<file path="src/rtl/snake_link_pkg.sv">
// Shared types and constants for the board-to-board link transmit path.
package snake_link_pkg;

  typedef logic [2:0] link_state_e;

  localparam link_state_e ST_IDLE = 3'd0;
  localparam link_state_e ST_SYNC = 3'd1;
  localparam link_state_e ST_TYPE = 3'd2;
  localparam link_state_e ST_DATA = 3'd3;
  localparam link_state_e ST_CSUM = 3'd4;

  localparam logic [7:0] SYNC_BYTE_DEFAULT = 8'hA5;
  localparam logic [3:0] TYPE_HEARTBEAT    = 4'hF;

  typedef struct packed {
    logic [3:0]  pkt_type;
    logic [31:0] data;
  } link_pkt_t;

  // The checksum covers the zero-extended type byte and the four payload bytes.
  function automatic logic [7:0] link_csum(input link_pkt_t pkt);
    return {4'h0, pkt.pkt_type} ^ pkt.data[7:0] ^ pkt.data[15:8]
           ^ pkt.data[23:16] ^ pkt.data[31:24];
  endfunction

endpackage

</file>
<file path="src/rtl/link_tx_scheduler_rr_arbiter.sv">
// Combinational round-robin arbiter: picks the first request at or after ptr, wrapping.
module rr_arbiter #(
  parameter int N = 3,
  localparam int IW = (N > 1) ? $clog2(N) : 1
) (
  input  logic [N-1:0]  req,
  input  logic [IW-1:0] ptr,
  output logic [N-1:0]  gnt_onehot,
  output logic [IW-1:0] gnt_idx,
  output logic          any
);

  localparam int SW = IW + 1;

  logic [N-1:0]  rot;
  logic [SW-1:0] sum;

  // Rotating the request vector by ptr turns the search into a plain priority scan.
  always_comb begin
    rot        = N'({req, req} >> ptr);
    any        = 1'b0;
    sum        = '0;
    gnt_idx    = '0;
    gnt_onehot = '0;
    for (int k = 0; k < N; k++) begin
      if (!any && rot[k]) begin
        any = 1'b1;
        sum = {1'b0, ptr} + SW'(k);
      end
    end
    if (sum >= SW'(N)) sum = sum - SW'(N);
    gnt_idx = sum[IW-1:0];
    if (any) gnt_onehot = N'(1) << gnt_idx;
  end

endmodule

</file>
<file path="src/rtl/link_tx_scheduler.sv">
// Round-robin packet scheduler framing SYNC/TYPE/D0..D3/CSUM onto a UART TX byte stream.
// Optional idle heartbeat packets are enabled by defining LINK_HEARTBEAT_EN.
module link_tx_scheduler
  import snake_link_pkg::*;
#(
  parameter int          N_REQ     = 3,
  parameter logic [7:0]  SYNC_BYTE = SYNC_BYTE_DEFAULT
`ifdef LINK_HEARTBEAT_EN
  , parameter int unsigned HB_PERIOD = 75_000_000
`endif
) (
  input  logic                  clk,
  input  logic                  rst,
  input  logic [N_REQ-1:0]      req_valid,
  input  logic [N_REQ*4-1:0]    req_type,
  input  logic [N_REQ*32-1:0]   req_data,
  output logic [N_REQ-1:0]      req_ready,
  output logic [7:0]            tx_data,
  output logic                  tx_valid,
  input  logic                  tx_ready,
  output logic                  busy
);

  localparam int IW = (N_REQ > 1) ? $clog2(N_REQ) : 1;

  link_state_e      state;
  logic [1:0]       byte_cnt;
  logic [IW-1:0]    rr_ptr;
  logic [IW-1:0]    gnt_idx;
  logic [IW-1:0]    next_ptr;
  logic [N_REQ-1:0] gnt_onehot;
  logic             gnt_any;
  logic             hb_fire;
  link_pkt_t        pkt;
  link_pkt_t        req_pkt;

  rr_arbiter #(.N(N_REQ)) u_arb (
    .req        (req_valid),
    .ptr        (rr_ptr),
    .gnt_onehot (gnt_onehot),
    .gnt_idx    (gnt_idx),
    .any        (gnt_any)
  );

  assign req_pkt.pkt_type = req_type[{gnt_idx, 2'b00} +: 4];
  assign req_pkt.data     = req_data[{gnt_idx, 5'b00000} +: 32];
  assign next_ptr = (gnt_idx == IW'(N_REQ - 1)) ? '0 : gnt_idx + IW'(1);

  assign tx_valid = (state != ST_IDLE);
  assign busy     = (state != ST_IDLE);

`ifdef LINK_HEARTBEAT_EN
  logic [31:0] idle_cnt;

  // A real request in the expiry cycle takes priority and restarts the idle count.
  assign hb_fire = (state == ST_IDLE) && !gnt_any && (idle_cnt == 32'(HB_PERIOD - 1));

  always_ff @(posedge clk) begin
    if (rst || state != ST_IDLE || gnt_any || hb_fire) idle_cnt <= '0;
    else                                              idle_cnt <= idle_cnt + 32'd1;
  end
`else
  assign hb_fire = 1'b0;
`endif

  always_ff @(posedge clk) begin
    if (rst) begin
      state     <= ST_IDLE;
      byte_cnt  <= '0;
      rr_ptr    <= '0;
      pkt       <= '0;
      req_ready <= '0;
    end else begin
      req_ready <= '0;
      case (state)
        ST_IDLE: begin
          if (gnt_any) begin
            pkt       <= req_pkt;
            req_ready <= gnt_onehot;
            rr_ptr    <= next_ptr;
            state     <= ST_SYNC;
          end else if (hb_fire) begin
            pkt   <= '{pkt_type: TYPE_HEARTBEAT, data: 32'h0};
            state <= ST_SYNC;
          end
        end
        ST_SYNC: if (tx_ready) state <= ST_TYPE;
        ST_TYPE: begin
          if (tx_ready) begin
            byte_cnt <= '0;
            state    <= ST_DATA;
          end
        end
        ST_DATA: begin
          if (tx_ready) begin
            byte_cnt <= byte_cnt + 2'd1;
            if (byte_cnt == 2'd3) state <= ST_CSUM;
          end
        end
        ST_CSUM: if (tx_ready) state <= ST_IDLE;
        default: state <= ST_IDLE;
      endcase
    end
  end

  always_comb begin
    tx_data = 8'h00;
    case (state)
      ST_SYNC: tx_data = SYNC_BYTE;
      ST_TYPE: tx_data = {4'h0, pkt.pkt_type};
      ST_DATA: tx_data = pkt.data[{byte_cnt, 3'b000} +: 8];
      ST_CSUM: tx_data = link_csum(pkt);
      default: tx_data = 8'h00;
    endcase
  end

endmodule

</file>
<file path="config.mk">
export PLATFORM = sky130hd
export DESIGN_NAME = link_tx_scheduler
export DESIGN_NICKNAME = d
export VERILOG_FILES = /design/src/rtl/snake_link_pkg.sv /design/src/rtl/link_tx_scheduler_rr_arbiter.sv /design/src/rtl/link_tx_scheduler.sv
export SDC_FILE = /design/constraint.sdc
export NUM_CORES = 1
export LEC_CHECK = 0
export CAP_MARGIN = 40
export CORE_MARGIN = 4
export CORE_UTILIZATION = 41
export DETAILED_ROUTE_END_ITERATION = 10
export PLACE_DENSITY = 0.85
export SLEW_MARGIN = 20
export SYNTH_ARGS = -nofsm -noshare
export SYNTH_HDL_FRONTEND = slang
export SYNTH_HIERARCHICAL = 1
export SYNTH_SLANG_ARGS = --single-unit
</file>
<file path="constraint.sdc">
create_clock -name clk -period 2.7 [get_ports clk]
set_clock_uncertainty 0.15 [all_clocks]
set_input_delay 0.27 -clock clk [delete_from_list [all_inputs] [get_ports clk]]
set_output_delay 0.27 -clock clk [all_outputs]
set_load 0.01 [all_outputs]
</file>
# [Word-level counts from Yosys, hierarchy flattened]
# Cells that the tools add are included.
[totals] reg_bits=46 input_bits=114 output_inout_bits=13 wordCells=65
[classes] add_sub_neg=5 order_cmp=1 eq_ne=12 shift=5 mux=19 n_bitwise=6 reduce_logical=11
[ops] cell="96-bit by 8-bit indexed part select with 32-bit output" n=1
[ops] cell="8-bit case mux with 4 select lines" n=1
[ops] cell="32-bit by 6-bit indexed part select with 8-bit output" n=1
[ops] cell="3-bit two-way mux" n=8
[ops] cell="8-bit bitwise XOR" n=3
[ops] cell="3-bit case mux with 5 select lines" n=1
[ops] cell="2-bit inequality test (second input constant)" n=6
[ops] cell="12-bit by 5-bit indexed part select with 4-bit output" n=1
[ops] cell="2-bit two-way mux" n=5
[ops] cell="4-bit by 8-bit bitwise XOR with 8-bit output" n=1
[ops] cell="3-bit by 2-bit equality test with 1-bit output (second input constant)" n=2
[ops] cell="6-bit AND reduction" n=1
[ops] cell="6-bit by 2-bit right shift with 3-bit output" n=1
[ops] cell="2-bit by 1-bit adder with 2-bit output (second input constant)" n=2
[ops] cell="2-bit equality test (second input constant)" n=2
[ops] cell="2-bit case mux with 2 select lines" n=1
[ops] cell="2-bit by 1-bit adder with 3-bit output (second input constant)" n=1
[ops] cell="2-bit by 2-bit adder with 3-bit output (second input constant)" n=1
[ops] cell="3-bit by 1-bit equality test with 1-bit output (second input constant)" n=1
[ops] cell="3-bit equality test (second input constant)" n=1
[ops] cell="3-bit by 2-bit greater-or-equal comparator with 1-bit output (second input constant)" n=1
[ops] cell="3-bit zero test" n=1
[ops] cell="1-bit two-way mux" n=3
[ops] cell="3-bit AND reduction" n=1
[ops] cell="other kinds (9)" n=12

# [Logic depth before layout (Yosys ltp)]
[depth] ltp_word=12 mapped_depth=13 mapped_depth_nobuf=10

# [By module]
# The synthesis kept the hierarchy.
[modules_own_cells] mod="link_tx_scheduler" instances=1 cells_each=361 area_per_inst_um2=3032.9 seq_area_each_um2=920.9
[modules_own_cells] mod="rr_arbiter" instances=1 cells_each=45 area_per_inst_um2=311.5 seq_area_each_um2=0.0

# [Worst setup path before layout]
# OpenSTA, ideal clock, no wires.
[synth_timing] kind="reg-to-reg" startpoint="reg rr_ptr[0]" endpoint="reg pkt[28] in the netlist's numbering" setup_ns=0.133 arrival_time_ns=2.421 required_ns=2.417 path_slack_ns=-0.004 stages_incl_launch_ff=12 path_buffers=2 period_less_slack_ns=2.704 cell_sequence="dfxtp_1 > ha_1 > o21ai_1 > a31oi_1 > o2111ai_2 > or3_1 > nand3_1 > clkbuf_1 > buf_2 > nor2_1 > a211oi_1 > nor3_1"
[synth_between] elab_chain_len=11 elab_cells_between_ends=18 cone_classes="add/sub: 3; order compare: 1; shift: 2; mux: 7; reduce/logical: 5"
[synth_lines] item="from (decl)" line="link_tx_scheduler.sv:28" source="logic [IW-1:0] rr_ptr;"
[synth_lines] item="from (signal assigned)" line="link_tx_scheduler.sv:80" source="rr_ptr <= next_ptr;"
[synth_lines] item="6-bit by 2-bit right shift with 3-bit output" line="link_tx_scheduler_rr_arbiter.sv:20" source="rot = N'({req, req} >> ptr);"
[synth_lines] item="1-bit two-way mux" line="link_tx_scheduler_rr_arbiter.sv:26" source="if (!any && rot[k]) begin"
[synth_lines] item="1-bit zero test" line="link_tx_scheduler_rr_arbiter.sv:26"
[synth_lines] item="1-bit logical AND" line="link_tx_scheduler_rr_arbiter.sv:26"
[synth_lines] item="1-bit two-way mux" line="link_tx_scheduler_rr_arbiter.sv:26"
[synth_lines] item="1-bit zero test" line="link_tx_scheduler_rr_arbiter.sv:26"
[synth_lines] item="1-bit logical AND" line="link_tx_scheduler_rr_arbiter.sv:26"
[synth_lines] item="3-bit two-way mux (*)" line="link_tx_scheduler_rr_arbiter.sv:26"
[synth_lines] item="3-bit by 2-bit greater-or-equal comparator with 1-bit output or 2-bit subtractor (tied branches)" line="link_tx_scheduler_rr_arbiter.sv:31" source="if (sum >= SW'(N)) sum = sum - SW'(N);"
[synth_lines] item="2-bit two-way mux (*)" line="link_tx_scheduler_rr_arbiter.sv:31"
[synth_lines] item="named net gnt_idx[1]" line="link_tx_scheduler.sv:29" source="logic [IW-1:0] gnt_idx;"
[synth_lines] item="96-bit by 8-bit indexed part select with 32-bit output (*)" line="link_tx_scheduler.sv:46" source="assign req_pkt.data = req_data[{gnt_idx, 5'b00000} +: 32];"
[synth_lines] item="to (signal assigned)" line="link_tx_scheduler.sv:78" source="pkt <= req_pkt;"
[synth_lines] item="to (signal assigned)" line="link_tx_scheduler.sv:83" source="pkt <= '{pkt_type: TYPE_HEARTBEAT, data: 32'h0};"
[synth_lines] item="to (decl)" line="link_tx_scheduler.sv:34" source="link_pkt_t pkt;"
# The timed path passes the listed nets; every way through them passes the cells marked *.
# A chain may end at the register's enable or synchronous reset.

# [Final worst setup path]
[layout_timing] startpoint="reg rr_ptr[0]" endpoint="reg pkt[15] in the netlist's numbering"
# Same word-level chain as after synthesis.

==> run summary <==
CTS buffer count -> 5
initial antenna violation count -> 0
Final Hold Vio Count -> 0
vias in the first global route -> 3463
worst path cell trace -> ha_4 -> a211o_1 -> o2111ai_4 -> buf_4 -> nand3b_1 -> nand3_2 -> nor2b_4 -> buf_4 -> clkbuf_16 -> a211oi_1 -> nor3_1
gr usage total -> 20.14%
GPL Wtd Cong -> 0.8377
Flop pwr share -> 29.5%
share of layout cells above drive strength 1 -> 16.15%
Max Cap Violations -> 0
Longest Clk Path Bufs -> 2
Routed Antenna Nets -> 0
Nets -> 660
Syn Inst Count -> 406
synthesized area -> 0.003344 mm²
fin crit period -> 2635 ps
setup TNS -> 0 ps
critical setup path kind -> reg2reg
Root Buffer Master -> clkbuf_8
most frequent CP cell -> buf_4
Crit. path cell count -> 11
reg2reg start -> rr_ptr[0]
met2 Use GR -> 36.30%
PnR worst setup slack -> 65.30 ps
Post-Route WL -> 11000 µm
# DRC -> 0
worst path bufs/invs -> 3
Clock transition at path regs -> 90 ps
critical path endpoint -> pkt[15]
Design Power -> 3.058 mW
boundary pin count -> 127
HPWL after DPL -> 8258 µm
Logic pwr share -> 56.0%
Die Area -> 0.009666 mm²
largest net degree at the start of global routing -> 30
gr busiest metal -> met2
commonest non-fill, non-tap cells in the layout -> clkdlybuf4s50_1 (122), nor2_1 (78), dfxtp_1 (43)
Synth top area share -> 27.53%
Setup crit start -> rr_ptr[0]
dpl ws -> -267.6 ps
pwr dens -> 591.0 mW/mm²
Placed Cells -> 630
drt wl/cell -> 17.00 µm
Avg Cell Area, Syn -> 8.238 µm²
CTS Hold Bufs -> 0
CTS sink count -> 46
RSZ-0062 raised after global routing -> yes
unique cell type count in the Yosys netlist -> 51
Highest Clock Rate -> 379.6 MHz
synthesis-to-finish area growth -> 54.70%
row cnt -> 32
Clock power frac -> 14.5%
commonest non-fill, non-tap cell in the layout -> clkdlybuf4s50_1
r2r setup slk -> 70 ps
status -> complete, no violations
worst relative slew slack -> 65.85%
Final Setup Violations -> 0
Core Box Area -> 0.007848 mm²
Fin Hold WS -> 384.0 ps
Internal -> 1.892 mW
hold crit path type -> reg2reg
Synth async-reset ratio -> 0%
Pre-Repair DR Iteration Count -> 5
die width -> 98.32 µm
clk_lat worst skew -> 310 ps
IO Port Bufs -> 126
largest fanout on the critical path -> 14
hold wc startpoint -> pkt[8]
non-filler cells, final -> 647
syn_nets -> 522
Initial DRC Count -> 166
first-pass GRT wire length -> 16100 µm
via count -> 3625
critical path data arrival time -> 2720 ps
Post-synth EDFFs -> 0
cell class contributing the biggest share of worst-path delay -> simple AND/OR/NAND/NOR gates
Global Route met3 Usage -> 5.143%
Seq/Total Area, Yosys -> 27.53%
Synth Flop Type -> dfxtp_1
Synth area leaders -> dfxtp_1 (28%), mux2i_1 (12%), nor2_1 (8.8%)
Seq cells post-synth -> 46
routing usage on met1 -> 24.03%
DR vias/cell -> 5.603
Sw Pwr -> 1.166 mW
slowest stage delay, CP -> 340 ps
Final Util -> 65.93%
initial core utilization -> 42.62%
post-synth top area cell -> dfxtp_1
Yosys warning count -> 6
Worst-Margin Slew -> 511.5 ps
CP endpoint kind -> flop
Worst Reg2Reg Path Length in Cells -> 11
total gr overflow -> 0
final period utilization -> 97.58%
CP startpoint kind -> flop
TritonCTS clock tree -> yes
die height -> 98.32 µm
Leakage -> 1.959 nW
Final Max Tran Viols -> 0
slowest CP cell -> dfxtp_2
placed cell area -> 0.004826 mm²
Worst IR Drop VDD -> 0.3093 mV
worst r2r dst -> pkt[15]
# diodes -> 0
Finished Cell Area -> 0.005174 mm²
Critical Path RT -> 2780 ps
H-tree depth -> 2
Switching Fraction -> 38.12%
## Yosys cell counts, types with 4 or more instances
library cell   n
and2_1         4
clkbuf_1      16
xnor2_1       25
nand3_1        6
buf_2         10
nor3_1        35
mux4_2         4
or3_1          4
nand2_1       16
a211oi_1      37
dfxtp_1       46
nor2_1        78
buf_4          4
mux2i_1       40
nor2b_1        7
a21oi_1        5
nand2b_1       6
o21ai_0        5
buf_6          8
o22ai_1        7
## flip-flops by register name, indices dropped and copies added (netlist names)
name       count
pkt           36
req_ready      3
state          3
byte_cnt       2
rr_ptr         2
## worst min path at each step
| stage | endpoint | slack (ps) | depth (start not counted) |
|---|---|---|---|
| after floorplan | pkt[0] | 310 | 2 |
| after CTS | pkt[8] | 380 | 2 |
| after detailed placement | pkt[8] | 370 | 2 |
| after global placement | pkt[29] | 360 | 2 |
| final | pkt[8] | 380 | 2 |
| after global routing | pkt[8] | 410 | 2 |
## timing repair
action                     4_1_cts  5_1_grt
hold endpoints to repair         0        0
pin swaps                        0        6
setup buffers                    0        7
setup endpoints to repair        3       40
cloned                           0        2
resized for setup                3       28
## worst register-to-register path, delay by kind of cell (launching register included)
kind                     cells  cell delay, ps
AND/OR/NAND/NOR              4             670
flip-flops                   1             340
buffers and inverters        3             500
adder cells (fa/ha/maj)      1             260
AO/OA/AOI/OAI                3             630
## power groups by stage
| stage | clock network, mW | logic [mW] | registers [mW] |
|---|---|---|---|
| after floorplan | 0 | 1.02 | 0.878 |
| after global placement | 0 | 1.45 | 0.902 |
| after detailed placement | 0 | 1.49 | 0.907 |
| after CTS | 0.445 | 1.51 | 0.893 |
| after global routing | 0.459 | 1.84 | 0.913 |
| final | 0.444 | 1.71 | 0.902 |
## logic make-up (layout without fill, tap and decap cells)
logic type               after synthesis  in the layout  synth area share [%]
XOR/XNOR                              28             28                 7.333
AND/OR/NAND/NOR                      169            169                 24.21
multiplexers                          48             48                 17.36
flip-flops                            46             46                 27.53
buffers and inverters                 42            181                 7.333
adder cells (fa/ha/maj)                2              2                0.7481
AO/OA/AOI/OAI                         71             71                 15.49
## cell type report
cell class                 instances  area, µm²
fill                             630       2674
multi-input combinational        318       2311
timing repair buffer             169       1699
sequential                        46      927.1
tap                              102      127.6
clock buffer                       5      68.82
clock inverter                     3      25.02
inverter                           4      15.01
## layer usage
layer | vias to the layer above | share of wire (%)
met5 | - | 0
met4 | 0 | 2.0
met3 | 25 | 7.3
met2 | 156 | 51
met1 | 1715 | 40
li1 | 1729 | -
Note: power is estimated with default switching activity, not from simulation.
